<file path="config.mk">
export PLATFORM = sky130hd
export DESIGN_NAME = store_buffer
export DESIGN_NICKNAME = d
export VERILOG_FILES = /design/src/rtl/store_buffer.sv
export SDC_FILE = /design/constraint.sdc
export NUM_CORES = 1
export LEC_CHECK = 0
export ABC_AREA = 1
export BUFFER_PORTS_ARGS = -buffer_cell sky130_fd_sc_hd__buf_2
export CORE_MARGIN = 2
export CORE_UTILIZATION = 25
export DETAILED_ROUTE_END_ITERATION = 10
export PLACE_DENSITY_LB_ADDON = 0.15
export SYNTH_ARGS = -nofsm -noshare
export SYNTH_HDL_FRONTEND = slang
export SYNTH_SLANG_ARGS = --single-unit
</file>
<file path="constraint.sdc">
create_clock -name clk -period 13.4 [get_ports clk]
set_clock_uncertainty 0.2 [all_clocks]
set_input_delay 2.68 -clock clk [delete_from_list [all_inputs] [get_ports clk]]
set_output_delay 2.68 -clock clk [all_outputs]
set_load 0.01 [all_outputs]
</file>
<file path="src/rtl/store_buffer.sv">
// Committed-store FIFO that drains one word at a time to the data cache and forwards to younger loads.
// Latency: a store reaches dmem two cycles after enqueue into an empty buffer; load lookup is same-cycle combinational.
// Backpressure: enq_ready drops when all SB_DEPTH entries are occupied; drain holds its request until dmem_resp. Optional: SB_FORWARD_EN.
module store_buffer #(
    parameter int SB_DEPTH = 8,
    parameter int ADDR_W   = 32,
    parameter int DATA_W   = 32
) (
    input  logic                        clk,
    input  logic                        rst,
    input  logic                        enq_valid,
    output logic                        enq_ready,
    input  logic [ADDR_W-1:0]           enq_addr,
    input  logic [DATA_W-1:0]           enq_data,
    input  logic [DATA_W/8-1:0]         enq_mask,
    output logic [ADDR_W-1:0]           dmem_addr,
    output logic [DATA_W-1:0]           dmem_wdata,
    output logic [DATA_W/8-1:0]         dmem_wmask,
    input  logic                        dmem_resp,
    input  logic [ADDR_W-1:0]           ld_addr,
    input  logic [DATA_W/8-1:0]         ld_rmask,
    output logic                        ld_fwd_hit,
    output logic [DATA_W-1:0]           ld_fwd_data,
    output logic                        ld_stall,
    output logic [$clog2(SB_DEPTH):0]   sb_count,
    output logic                        sb_empty
);
    localparam int IW = $clog2(SB_DEPTH);
    localparam int MW = DATA_W / 8;
    localparam int WW = ADDR_W - 2;

    typedef enum logic {IDLE, WAIT} drain_t;

    drain_t                state;
    logic [WW-1:0]         e_addr [SB_DEPTH];
    logic [DATA_W-1:0]     e_data [SB_DEPTH];
    logic [MW-1:0]         e_mask [SB_DEPTH];
    logic [SB_DEPTH-1:0]   e_sent;
    logic [IW:0]           head;
    logic [IW:0]           tail;
    logic [IW:0]           cnt;
    logic [IW-1:0]         h_idx;
    logic [IW-1:0]         t_idx;
    logic                  full;
    logic                  empty;
    logic                  do_enq;
    logic                  do_pop;
    logic                  enq_hit;
    logic                  m_found;
    logic [MW-1:0]         m_mask;
    logic [DATA_W-1:0]     m_data;
    logic [IW-1:0]         l_idx;
    logic                  unused_lsb;

    assign h_idx     = head[IW-1:0];
    assign t_idx     = tail[IW-1:0];
    assign full      = (head[IW] != tail[IW]) && (h_idx == t_idx);
    assign empty     = (head == tail);
    assign enq_ready = !full;
    assign do_enq    = enq_valid && !full;
    assign do_pop    = (state == WAIT) && dmem_resp;
    assign sb_count  = cnt;
    assign sb_empty  = empty;
    assign enq_hit   = enq_valid && (enq_addr[ADDR_W-1:2] == ld_addr[ADDR_W-1:2]);
    // Byte offsets inside a word are irrelevant: matching and draining are word-granular.
    assign unused_lsb = ^{enq_addr[1:0], ld_addr[1:0]};

    // Entry payload write; no reset needed since occupancy is tracked by the pointers.
    always_ff @(posedge clk) begin
        if (do_enq) begin
            e_addr[t_idx] <= enq_addr[ADDR_W-1:2];
            e_data[t_idx] <= enq_data;
            e_mask[t_idx] <= enq_mask;
        end
    end

    // Pointers, occupancy and the two-state drain FSM with registered cache request.
    always_ff @(posedge clk) begin
        if (!rst) begin
            head       <= '0;
            tail       <= '0;
            cnt        <= '0;
            state      <= IDLE;
            e_sent     <= '0;
            dmem_addr  <= '0;
            dmem_wdata <= '0;
            dmem_wmask <= '0;
        end else begin
            if (do_enq) begin
                tail          <= tail + 1'b1;
                e_sent[t_idx] <= 1'b0;
            end
            case (state)
                IDLE: begin
                    if (!empty && !e_sent[h_idx]) begin
                        state         <= WAIT;
                        e_sent[h_idx] <= 1'b1;
                        dmem_addr     <= {e_addr[h_idx], 2'b00};
                        dmem_wdata    <= e_data[h_idx];
                        dmem_wmask    <= e_mask[h_idx];
                    end
                end
                WAIT: begin
                    if (dmem_resp) begin
                        state      <= IDLE;
                        head       <= head + 1'b1;
                        dmem_wmask <= '0;
                    end
                end
            endcase
            if (do_enq && !do_pop) begin
                cnt <= cnt + 1'b1;
            end else if (!do_enq && do_pop) begin
                cnt <= cnt - 1'b1;
            end
        end
    end

    // Walk occupied entries oldest to youngest so the last match left standing is the youngest.
    always_comb begin
        m_found = 1'b0;
        m_mask  = '0;
        m_data  = '0;
        l_idx   = '0;
        for (int k = 0; k < SB_DEPTH; k++) begin
            l_idx = h_idx + IW'(k);
            if (((IW+1)'(k) < cnt) && (e_addr[l_idx] == ld_addr[ADDR_W-1:2])) begin
                m_found = 1'b1;
                m_mask  = e_mask[l_idx];
                m_data  = e_data[l_idx];
            end
        end
    end

`ifdef SB_FORWARD_EN
    // Forward only when the youngest match covers every requested byte; anything less must retry.
    always_comb begin
        ld_fwd_hit  = 1'b0;
        ld_fwd_data = '0;
        ld_stall    = 1'b0;
        if (ld_rmask != '0) begin
            if (enq_hit) begin
                ld_stall = 1'b1;
            end else if (m_found) begin
                if ((m_mask & ld_rmask) == ld_rmask) begin
                    ld_fwd_hit  = 1'b1;
                    ld_fwd_data = m_data;
                end else begin
                    ld_stall = 1'b1;
                end
            end
        end
    end
`else
    logic unused_fwd;
    assign unused_fwd  = ^{m_mask, m_data};
    assign ld_fwd_hit  = 1'b0;
    assign ld_fwd_data = '0;
    // Without forwarding any same-word store, buffered or arriving, blocks the load.
    assign ld_stall    = (ld_rmask != '0) && (enq_hit || m_found);
`endif

endmodule

</file>
=== Yosys cells after proc, flatten, opt, wreduce, memory -nomap -nowiden ===
Memories as Yosys holds them, arrays and structs flattened. A register that Yosys moved wholly into a read port is not among the register bits.
Index checks and enable logic that the tools add are counted.

* Bits in latches: 0
* Memories kept: 3
* Word-level logic and storage cells: 113
* Bits in read-only memories: 0
* Output and inout port bits: 108
* Input port bits: 108
* Flip-flop bits (word level): 55
* Bits in writable memories: 528

{| class="wikitable"
|+ Memory list
! name !! depth !! bits a word !! read ports !! clocked after memory_dff !! wr ports !! RTL line !! RTL
|-
| e_data || 8 || 32 || 1 || 1 || 1 || 36 || <nowiki>logic [DATA_W-1:0] e_data [SB_DEPTH];</nowiki>
|-
| e_addr || 8 || 30 || 8 || 1 || 1 || 35 || <nowiki>logic [WW-1:0] e_addr [SB_DEPTH];</nowiki>
|-
| e_mask || 8 || 4 || 1 || 1 || 1 || 37 || <nowiki>logic [MW-1:0] e_mask [SB_DEPTH];</nowiki>
|}

* Magnitude comparators: 12
* Reductions and logical operators: 30
* Bitwise operators: 4
* Shift-type cells: 0
* Divide/modulo/power cells: 0
* Multiply operators: 0
* Add/subtract/negate cells: 11
* Equality and inequality tests: 14
* Muxes and demuxes: 32

{| class="wikitable"
|+ Operators by type and width
! cell !! count
|-
| 30-bit equality test || 9
|-
| 8-bit 2-to-1 mux || 4
|-
| 1-bit logical AND || 18
|-
| 3-bit by 4-bit < comparator with 1-bit output, first input constant || 4
|-
| 4-bit 2-to-1 mux || 4
|-
| 1-bit 2-to-1 mux || 15
|-
| 3-bit adder, second input constant || 4
|-
| 4-bit by 1-bit adder with 4-bit output, second input constant || 3
|-
| 3-bit 2-to-1 mux || 4
|-
| 8-bit AND || 1
|-
| 1-bit by 4-bit < comparator with 1-bit output, first input constant || 2
|-
| 2-bit by 4-bit < comparator with 1-bit output, first input constant || 2
|-
| 3-bit by 4-bit < comparator with 1-bit output, second input constant || 2
|-
| 8-bit inverter || 1
|-
| 8-bit bitwise OR || 1
|-
| 4-bit one-hot mux with 2 select lines || 1
|-
| 3-bit by 2-bit adder with 3-bit output, second input constant || 2
|-
| 1-bit demux with 3-bit select || 2
|-
| 3-bit by 1-bit >= comparator with 1-bit output, second input constant || 2
|-
| 1-bit zero test || 6
|-
| 2-bit AND reduction || 3
|-
| 4-bit equality test || 1
|-
| 2-bit inequality test, second input constant || 2
|-
| 4-bit nonzero test || 1
|-
| 9 further kinds || 9
|}

=== Longest topological paths before layout ===
Gate-level depths: netlist (run 1).
An unclocked memory read counts as a cell.

* Depth in word-level cells: 13
* Mapped depth: 27
* Depth with buffers taken out: 21

=== Worst setup path after synthesis (run 1) ===
Ideal clock, no wire load.

* Kind: input to output
* Start: input ld_addr[24]
* End: output ld_stall
* Arrival: 4.081 ns
* Data required time: 10.520 ns
* Path slack: 6.439 ns
* Path buffers: 1
* Stages: 13
* Cells stage by stage: clkbuf_1 -> clkinv_1 -> or2_2 -> nand2_1 -> nor2_1 -> o2111ai_1 -> nor2_1 -> nand4_1 -> nand2_1 -> nor2_1 -> nand3_1 -> nand2_1 -> inv_1

* Longest elaborated chain between the ends: 12
* Elaborated cells between the ends (all ways): 28
* Those cells by class: eq/ne (9); mux (8); reduce/logical (11)

{| class="wikitable"
|+ RTL lines
! element !! RTL line !! RTL
|-
| start, declared || 20 || <nowiki>input logic [ADDR_W-1:0] ld_addr,</nowiki>
|-
| 30-bit equality test || 127 || <nowiki>if (((IW+1)'(k) < cnt) && (e_addr[l_idx] == ld_addr[ADDR_W-1:2])) begin</nowiki>
|-
| 1-bit logical AND || 127 ||
|-
| 1-bit 2-to-1 mux (8 in series) || 127 ||
|-
| 1-bit logical OR * || 160 || <nowiki>assign ld_stall = (ld_rmask != '0) && (enq_hit || m_found);</nowiki>
|-
| 1-bit logical AND * || 160 ||
|-
| end, declared || 24 || <nowiki>output logic ld_stall,</nowiki>
|}

Mark *: on every way between the ends. The rest lies on a longest branch, timed or not.

=== Worst setup path after layout (run 1) ===
* Start: register head[1]
* End: output ld_stall

* Longest elaborated chain between the ends: 13
* Elaborated cells between the ends (all ways): 31
* Those cells by class: add/sub (7); eq/ne (7); mux (7); reduce/logical (9); memory (1)

{| class="wikitable"
|+ RTL lines
! element !! RTL line !! RTL
|-
| start, declared || 39 || <nowiki>logic [IW:0] head;</nowiki>
|-
| start signal, assigned || 106 || <nowiki>head <= head + 1'b1;</nowiki>
|-
| 3-bit by 1-bit adder with 3-bit output || 126 || <nowiki>l_idx = h_idx + IW'(k);</nowiki>
|-
| memory read 8 x 30 bit * || n/a ||
|-
| 30-bit equality test || 127 ||
|-
| 1-bit logical AND || 127 ||
|-
| 1-bit 2-to-1 mux (6 in series) || 127 ||
|-
| 1-bit 2-to-1 mux * || 127 ||
|-
| 1-bit logical OR * || 160 ||
|-
| 1-bit logical AND * || 160 ||
|}

Marks and branches as above.

==> reports/metrics.csv, run 1 <==
stage,metric,value,unit
run_status,status,completed,
critical_path,crit_path_start_kind,flip-flop,
routing,firstDrtPassIters,8,
grt,grtUsageTotal,21.2,%
clocking,cts_max_level,3,
critical_path,crit_path_end_kind,output pin,
synthesis,ys_types,30,
timing,fmax,113,MHz
finish,nets,5113,
grt,antenna_found_initial,30,
routing,wirelength,163000,um
place,dpl.hpwl,105000,um
power,power_density,188,mW/mm^2
clocking,cts_hold_buf,0,
power,pwr-share-clk,27.9,%
synthesis,yosysSeqAreaShare,48.0,%
timing,rsz0062_at_grt,false,
clocking,cts_tree,built,
power,internal_power,4.42,mW
power,leakagePower,17.6,nW
synthesis,netlist_area,0.0368,mm^2
synthesis,yosys_most_used_dff,edfxtp_1,
power,combPwrFrac,42.4,%
synthesis,synthArstFlopShare,0,%
synthesis,yosysWarnings,0,
routing,drtIter0Drc,3551,
floorplan,die_y,388,um
synthesis,synthTopCellsByCount,"nand2_1, nand3_1, edfxtp_1",
power,p_sw,3.50,mW
floorplan,initial_core_util,25.2,%
timing,fin_crit_sh,66.2,%
synthesis,synth_cells,4993,
clocking,cts_resized,0,
grt,grt_pass1_wl,233000,um
floorplan,core,0.146,mm^2
critical_path,startpoint,head[1],
clocking,numCtsBuffers,79,
timing,finalSetupViolCount,0,
timing,worst_pin_slew,1.07,ns
grt,grt_pass1_vias,32500,
clocking,cts_root_buffer,clkbuf_16,
min_path,hp-class,reg2reg,
routing,vias,35300,
synthesis,avgSynthCellArea,7.37,um^2
floorplan,io_pins,216,
critical_path,cp.buffers_inverters,5,
place,place_congestion,0.941,
floorplan,rows,140,
finish,fin_area,0.0420,mm^2
timing,fin_setup_tns,0,ns
timing,maxSlewHeadroom,28.3,%
clocking,postCtsSetupBuffers,0,
critical_path,r2r-end,e_addr[6][21],
synthesis,yosysTopAreaCellShare,43.1,%
timing,maxSlewViolCount,0,
critical_path,reg2reg_depth,12,
clocking,clkLatencyLatePin,0.71,ns
critical_path,critPathRequiredTime,10.52,ns
synthesis,synth_edf_count,528,
run,drv_cap,0,
synthesis,synth_seq_cells,618,
critical_path,path_depth,19,
power,p_sw_share,44.2,%
synthesis,synth_top_area_cell,edfxtp_1,
power,power.share.sequential,29.7,%
critical_path,r2r-start,head[0],
grt,grt_max_degree,166,
clocking,cts.path.max_buffers,3,
timing,hold_viol,0,
clocking,clk_pin_slew,0.06,ns
finish,final_util,28.8,%
critical_path,crit_fanout,78,
finish,area_growth,14.2,%
routing,ant_nets,0,
finish,drive_gt1_share,7.55,%
critical_path,r2r_setup_slack,8.59,ns
clocking,numClockSinks,618,
critical_path,max_stage_delay,0.78,ns
critical_path,crit_family,buffers and inverters,
critical_path,crit_end,ld_stall,
place,port_buffers,176,
critical_path,crit_type,reg2out,
critical_path,crit_chain,"inv_6, ha_4, inv_6, buf_4, nand3_1, nand3_1, nand2_1, nand2_1, nand4_1, nor2_1, nand2_1, nor2_1, nand2_1, nand2_1, nor2_1, nand3_1, nand2_1, inv_1, buf_2",
routing,wl_per_cell,23.3,um
synthesis,synth_most_common_cell,nand2_1,
synthesis,synth_area_leaders,"edfxtp_1, nand3_1, nand2_1, dfxtp_1, o21ai_0",
place,placed_cell_area,0.0393,mm^2
critical_path,slowest_stage,buf_4,
timing,hold_slack,0.260,ns
critical_path,cp_common_cell,nand2_1,
timing,period_minus_slack,8.86,ns
floorplan,die_area,0.150,mm^2
power,max-vdd-ir-drop,0.122,mV
grt,overflow,0,
routing,viasPerCell,5.06,
floorplan,die_w,388,um
routing,drc,0,
critical_path,crit_arrival,5.98,ns
[per-stage QoR]
stage / setup slack [ns] / power [mW] / std cells
floorplan: 6.44 / 4.44 / 5027
global placement: 5.15 / 5.73 / 6830
detailed placement: 5.15 / 5.72 / 6830
CTS: 4.63 / 7.97 / 6978
global route: 4.22 / 8.38 / 6981
finish: 4.54 / 7.91 / 6983
[how the worst min path moves through the flow]
stage                             start             to  slack [ns]  depth (start not counted)
after floorplan               e_sent[7]      e_sent[7]        0.25                          2
after global placement    dmem_wmask[0]  dmem_wmask[0]        0.25                          2
after detailed placement  dmem_wmask[0]  dmem_wmask[0]        0.26                          2
after CTS                 dmem_wmask[0]  dmem_wmask[0]        0.27                          2
after global routing          e_sent[7]      e_sent[7]        0.29                          2
final                     dmem_wmask[0]  dmem_wmask[0]        0.26                          2
[worst min-delay path, stage by stage, from the launching register on]
cell,delay (ns)
dfxtp_1,0.30
nand2_1,0.06
a21oi_1,0.05
[state kept, by name (all words and copies together), names as in the netlist, named ones only]
signal	flops
dmem_wdata	32
e_mask	32
sb_count	4
state	1
e_addr	240
dmem_wmask	4
head	4
tail	4
e_sent	8
dmem_addr	30
e_data	256
[final cells by class]
class                           count  area (um^2)
Tap cell                         1917         2400
Inverter                          262         1010
Fill cell                       15800       104000
Multi-Input combinational cell   3804        16900
Clock inverter                     35          473
Timing Repair Buffer              229         1310
Sequential cell                   618        17700
Clock buffer                      113         2240
Antenna cell                        5         12.5
[layout by cell type (no fill, tap or decap), types with 6 or more instances in the layout]
cell,count
edfxtp_1,528
nor2_1,323
nor2_4,9
nand4_1,24
o22ai_1,42
clkbuf_8,11
nor3_1,6
buf_2,175
buf_4,52
a21oi_1,82
xnor2_1,8
conb_1,35
bufinv_16,6
a31oi_1,38
clkbuf_1,22
dfxtp_1,84
clkinv_2,16
clkbuf_16,80
ha_1,9
o21ai_0,259
inv_1,234
clkinv_1,23
nand2_1,1652
nand3_1,1290
[power groups by stage]
stage	logic [mW]	clock network [mW]	registers [mW]
global placement	3.34	0	2.39
floorplan	2.04	0	2.40
detailed placement	3.33	0	2.39
CTS	3.34	2.27	2.35
global route	3.68	2.33	2.37
finish	3.35	2.21	2.35
[kinds of logic after synthesis]
logic type / Yosys count / synth area share, %
flops: 618 / 48.0
fa+ha+maj: 11 / 0.374
simple gates: 3313 / 38.4
compound gates: 430 / 6.19
other cells: 1 / 0.0102
xor+xnor: 15 / 0.357
buf+inv: 605 / 6.71
[per-layer routing]
layer	share of wire, %	track usage (%)	vias to the layer above	wire length, um
met5	0.091	0	-	148
li1	-	-	16900	-
met4	2.9	6.76	22	4740
met1	44	28.8	16900	71500
met2	46	33.9	1281	74400
met3	7.5	3.80	250	12200
No activity file was read; power rests on OpenSTA's default activity.
==> inputs of run 2 (changes only) <==
- ABC_AREA: 1 -> 0
- clock period: 13.4 -> 7.75 ns (I/O delays scaled with it)
==> reports/metrics.csv, run 2 <==
stage,metric,value,unit,change
run_status,status,completed,,
grt,grt_pass1_vias,24300,,-25%
routing,viasPerCell,5.33,,+5.3%
grt,grt_use_met1,25.6,%,-3.2 points
critical_path,slowest_stage,dfxtp_4,,
synthesis,synth_top_area_cell,edfxtp_1,,
finish,regMostFlops,e_data,,
routing,wl_per_cell,31.6,um,+36%
finish,final_cell_mix,"edfxtp_1, mux4_2, xnor2_1",,
routing,wirelength,144000,um,-12%
place,pre_cts_ws,1.39,ns,-3.76 ns
timing,fmax,142,MHz,
synthesis,synth_area_leaders,"edfxtp_1, mux4_2, xnor2_1, dfxtp_1, mux2i_1",,
timing,maxSlewHeadroom,22.7,%,-5.6 points
floorplan,die_w,388,um,+0.18%
floorplan,initial_core_util,25.1,%,-0.15 points
clocking,postCtsSetupBuffers,0,,unchanged
finish,area_growth,15.5,%,
floorplan,io_pins,216,,unchanged
finish,largest_reg_flops,256,,unchanged
power,leakagePower,13.7,nW,-22%
clocking,cts_hold_buf,0,,unchanged
power,power_density,224,mW/mm^2,+19%
synthesis,ys_types,59,,+97%
floorplan,core,0.147,mm^2,+0.96%
routing,drtIter0Drc,2432,,-32%
min_path,hp-class,reg2reg,,
timing,hold_viol,0,,unchanged
critical_path,cp.buffers_inverters,4,,-1
floorplan,rows,141,,+0.71%
power,max-vdd-ir-drop,0.168,mV,+38%
power,power.share.sequential,40.5,%,+11 points
place,port_buffers,176,,unchanged
critical_path,crit_path_start_kind,flip-flop,,
critical_path,critPathRequiredTime,6.00,ns,-4.52 ns
finish,layout_commonest_cell,edfxtp_1,,
routing,firstDrtPassIters,5,,-3
finish,nets,2671,,-48%
power,p_sw_share,29.8,%,-14 points
run,drv_cap,0,,unchanged
power,pwr-share-clk,38.1,%,+10 points
critical_path,crit_path_end_kind,output pin,,
critical_path,max_stage_delay,0.68,ns,-0.10 ns
synthesis,yosysWarnings,0,,unchanged
synthesis,synth_seq_cells,618,,unchanged
synthesis,netlist_area,0.0369,mm^2,+0.35%
clocking,clkLatencyLatePin,0.71,ns,about the same
clocking,cts_tree,built,,
synthesis,synth_cells,2408,,-52%
power,internal_power,6.72,mW,+52%
critical_path,crit_family,compound AO/OA/AOI/OAI gates,,
timing,rsz0062_at_grt,false,,
timing,fin_crit_sh,90.6,%,
routing,drc,0,,unchanged
finish,fillerInstances,14700,,-6.9%
grt,top_usage_layer,met2,,
synthesis,yosysSeqAreaShare,47.8,%,-0.17 points
timing,finalSetupViolCount,0,,unchanged
timing,maxSlewViolCount,0,,unchanged
power,combPwrFrac,21.4,%,-21 points
critical_path,crit_fanout,19,,-76%
finish,fin_area,0.0427,mm^2,+1.5%
clocking,clk_pin_slew,0.06,ns,about the same
timing,fin_setup_tns,0,ns,unchanged
clocking,cts_max_level,3,,unchanged
floorplan,die_y,388,um,+0.18%
finish,multi_input_area,0.0182,mm^2,+7.3%
grt,overflow,0,,unchanged
finish,register_area,0.0177,mm^2,unchanged
place,dpl.hpwl,101000,um,-3.5%
place,place_congestion,0.982,,+4.4%
clocking,cts_root_buffer,clkbuf_16,,
place,placed_cell_area,0.0401,mm^2,+1.9%
grt,antenna_found_initial,32,,+6.7%
synthesis,yosysTopAreaCellShare,42.9,%,-0.15 points
critical_path,cp_common_cell,buf_4,,
clocking,cts_resized,0,,unchanged
clocking,numCtsBuffers,75,,-5.1%
grt,use_met2,30.4,%,-3.5 points
timing,worst_pin_slew,1.15,ns,+0.0738 ns
timing,period_minus_slack,7.02,ns,
grt,grt_pass1_wl,201000,um,-14%
finish,largestRegisters,"e_data x256, e_addr x240",,
clocking,numClockSinks,618,,unchanged
synthesis,synth_most_common_cell,edfxtp_1,,
timing,timing.final.ws_setup,0.729,ns,-3.81 ns
grt,grt_max_degree,121,,-27%
clocking,cts.path.max_buffers,3,,unchanged
power,p_sw,2.86,mW,-18%
critical_path,crit_type,reg2out,,
grt,grtUsageTotal,18.9,%,-2.3 points
routing,ant_nets,0,,unchanged
synthesis,synth_edf_count,528,,unchanged
grt,met3_usage,4.37,%,+0.58 points
synthesis,synthTopCellsByCount,"edfxtp_1, mux4_2, xnor2_1",,
critical_path,crit_arrival,5.27,ns,-0.71 ns
floorplan,die_area,0.151,mm^2,+0.35%
critical_path,crit_chain,"inv_2, ha_4, buf_4, mux4_2, xnor2_1, o21ai_0, a21oi_1, nand4_1, or4_1, o311a_1, a31oi_1, buf_4, buf_2",,
synthesis,yosys_most_used_dff,edfxtp_1,,
synthesis,synthArstFlopShare,0,%,unchanged
finish,drive_gt1_share,33.0,%,+25 points
synthesis,avgSynthCellArea,15.3,um^2,+110%
routing,vias,24200,,-31%
finish,final_util,29.0,%,+0.15 points
run 2: logic make-up after synthesis:
family	synth area share (%)
flip-flops	47.8
other	0.0102
buffers and inverters	3.68
XOR/XNOR	6.92
AND/OR/NAND/NOR	5.47
AO/OA/AOI/OAI	4.35
multiplexers	31.4
adder cells (fa/ha/maj)	0.373
run 2: stage by stage:
stage               hold slack, ns  total power, mW  instances
finish                       0.281             9.57       4548
global route                 0.314             9.95       4544
CTS                          0.283             9.71       4543
detailed placement           0.275             6.00       4405
global placement             0.257             6.00       4405
floorplan                    0.242             5.20       2442
run 2: cell type report:
type / instances / share of cell area (%)
Clock buffer: 100 / 4.69
Multi-Input combinational cell: 1566 / 42.6
Sequential cell: 618 / 41.4
Clock inverter: 38 / 1.38
Antenna cell: 5 / 0.0293
Tap cell: 1930 / 5.66
Timing Repair Buffer: 264 / 3.97
Inverter: 27 / 0.243
run 2: path summary, 6_finish.rpt:
kind | to | slack [ns] | cells past startpoint | from
setup / recovery | ld_stall | 0.73 | 13 | head[0]
hold / removal | e_sent[7] | 0.28 | 2 | e_sent[7]
setup reg to reg | e_addr[1][11] | 2.65 | 10 | head[0]
hold reg to reg | e_sent[7] | 0.28 | 2 | e_sent[7]
run 2: power groups by stage:
stage	Combinational, mW	Clock [mW]	Sequential (mW)
floorplan	1.26	0	3.94
global placement	2.06	0	3.94
detailed placement	2.06	0	3.95
CTS	2.07	3.76	3.88
global route	2.17	3.89	3.89
finish	2.05	3.65	3.88
run 2: worst register-to-register path: cells and delay by family (launching register included):
| kind | cells | cell delay [ns] |
|---|---|---|
| xor+xnor | 1 | 0.26 |
| simple gates | 5 | 1.04 |
| buf+inv | 4 | 2.50 |
| flops | 1 | 0.68 |
run 2: routing by layer:
layer	routed length (um)	vias up	share of wire, %
li1	-	9994	-
met1	62000	13000	43
met2	67900	1043	47
met3	10100	203	7.0
met4	3700	28	2.6
met5	169	-	0.12
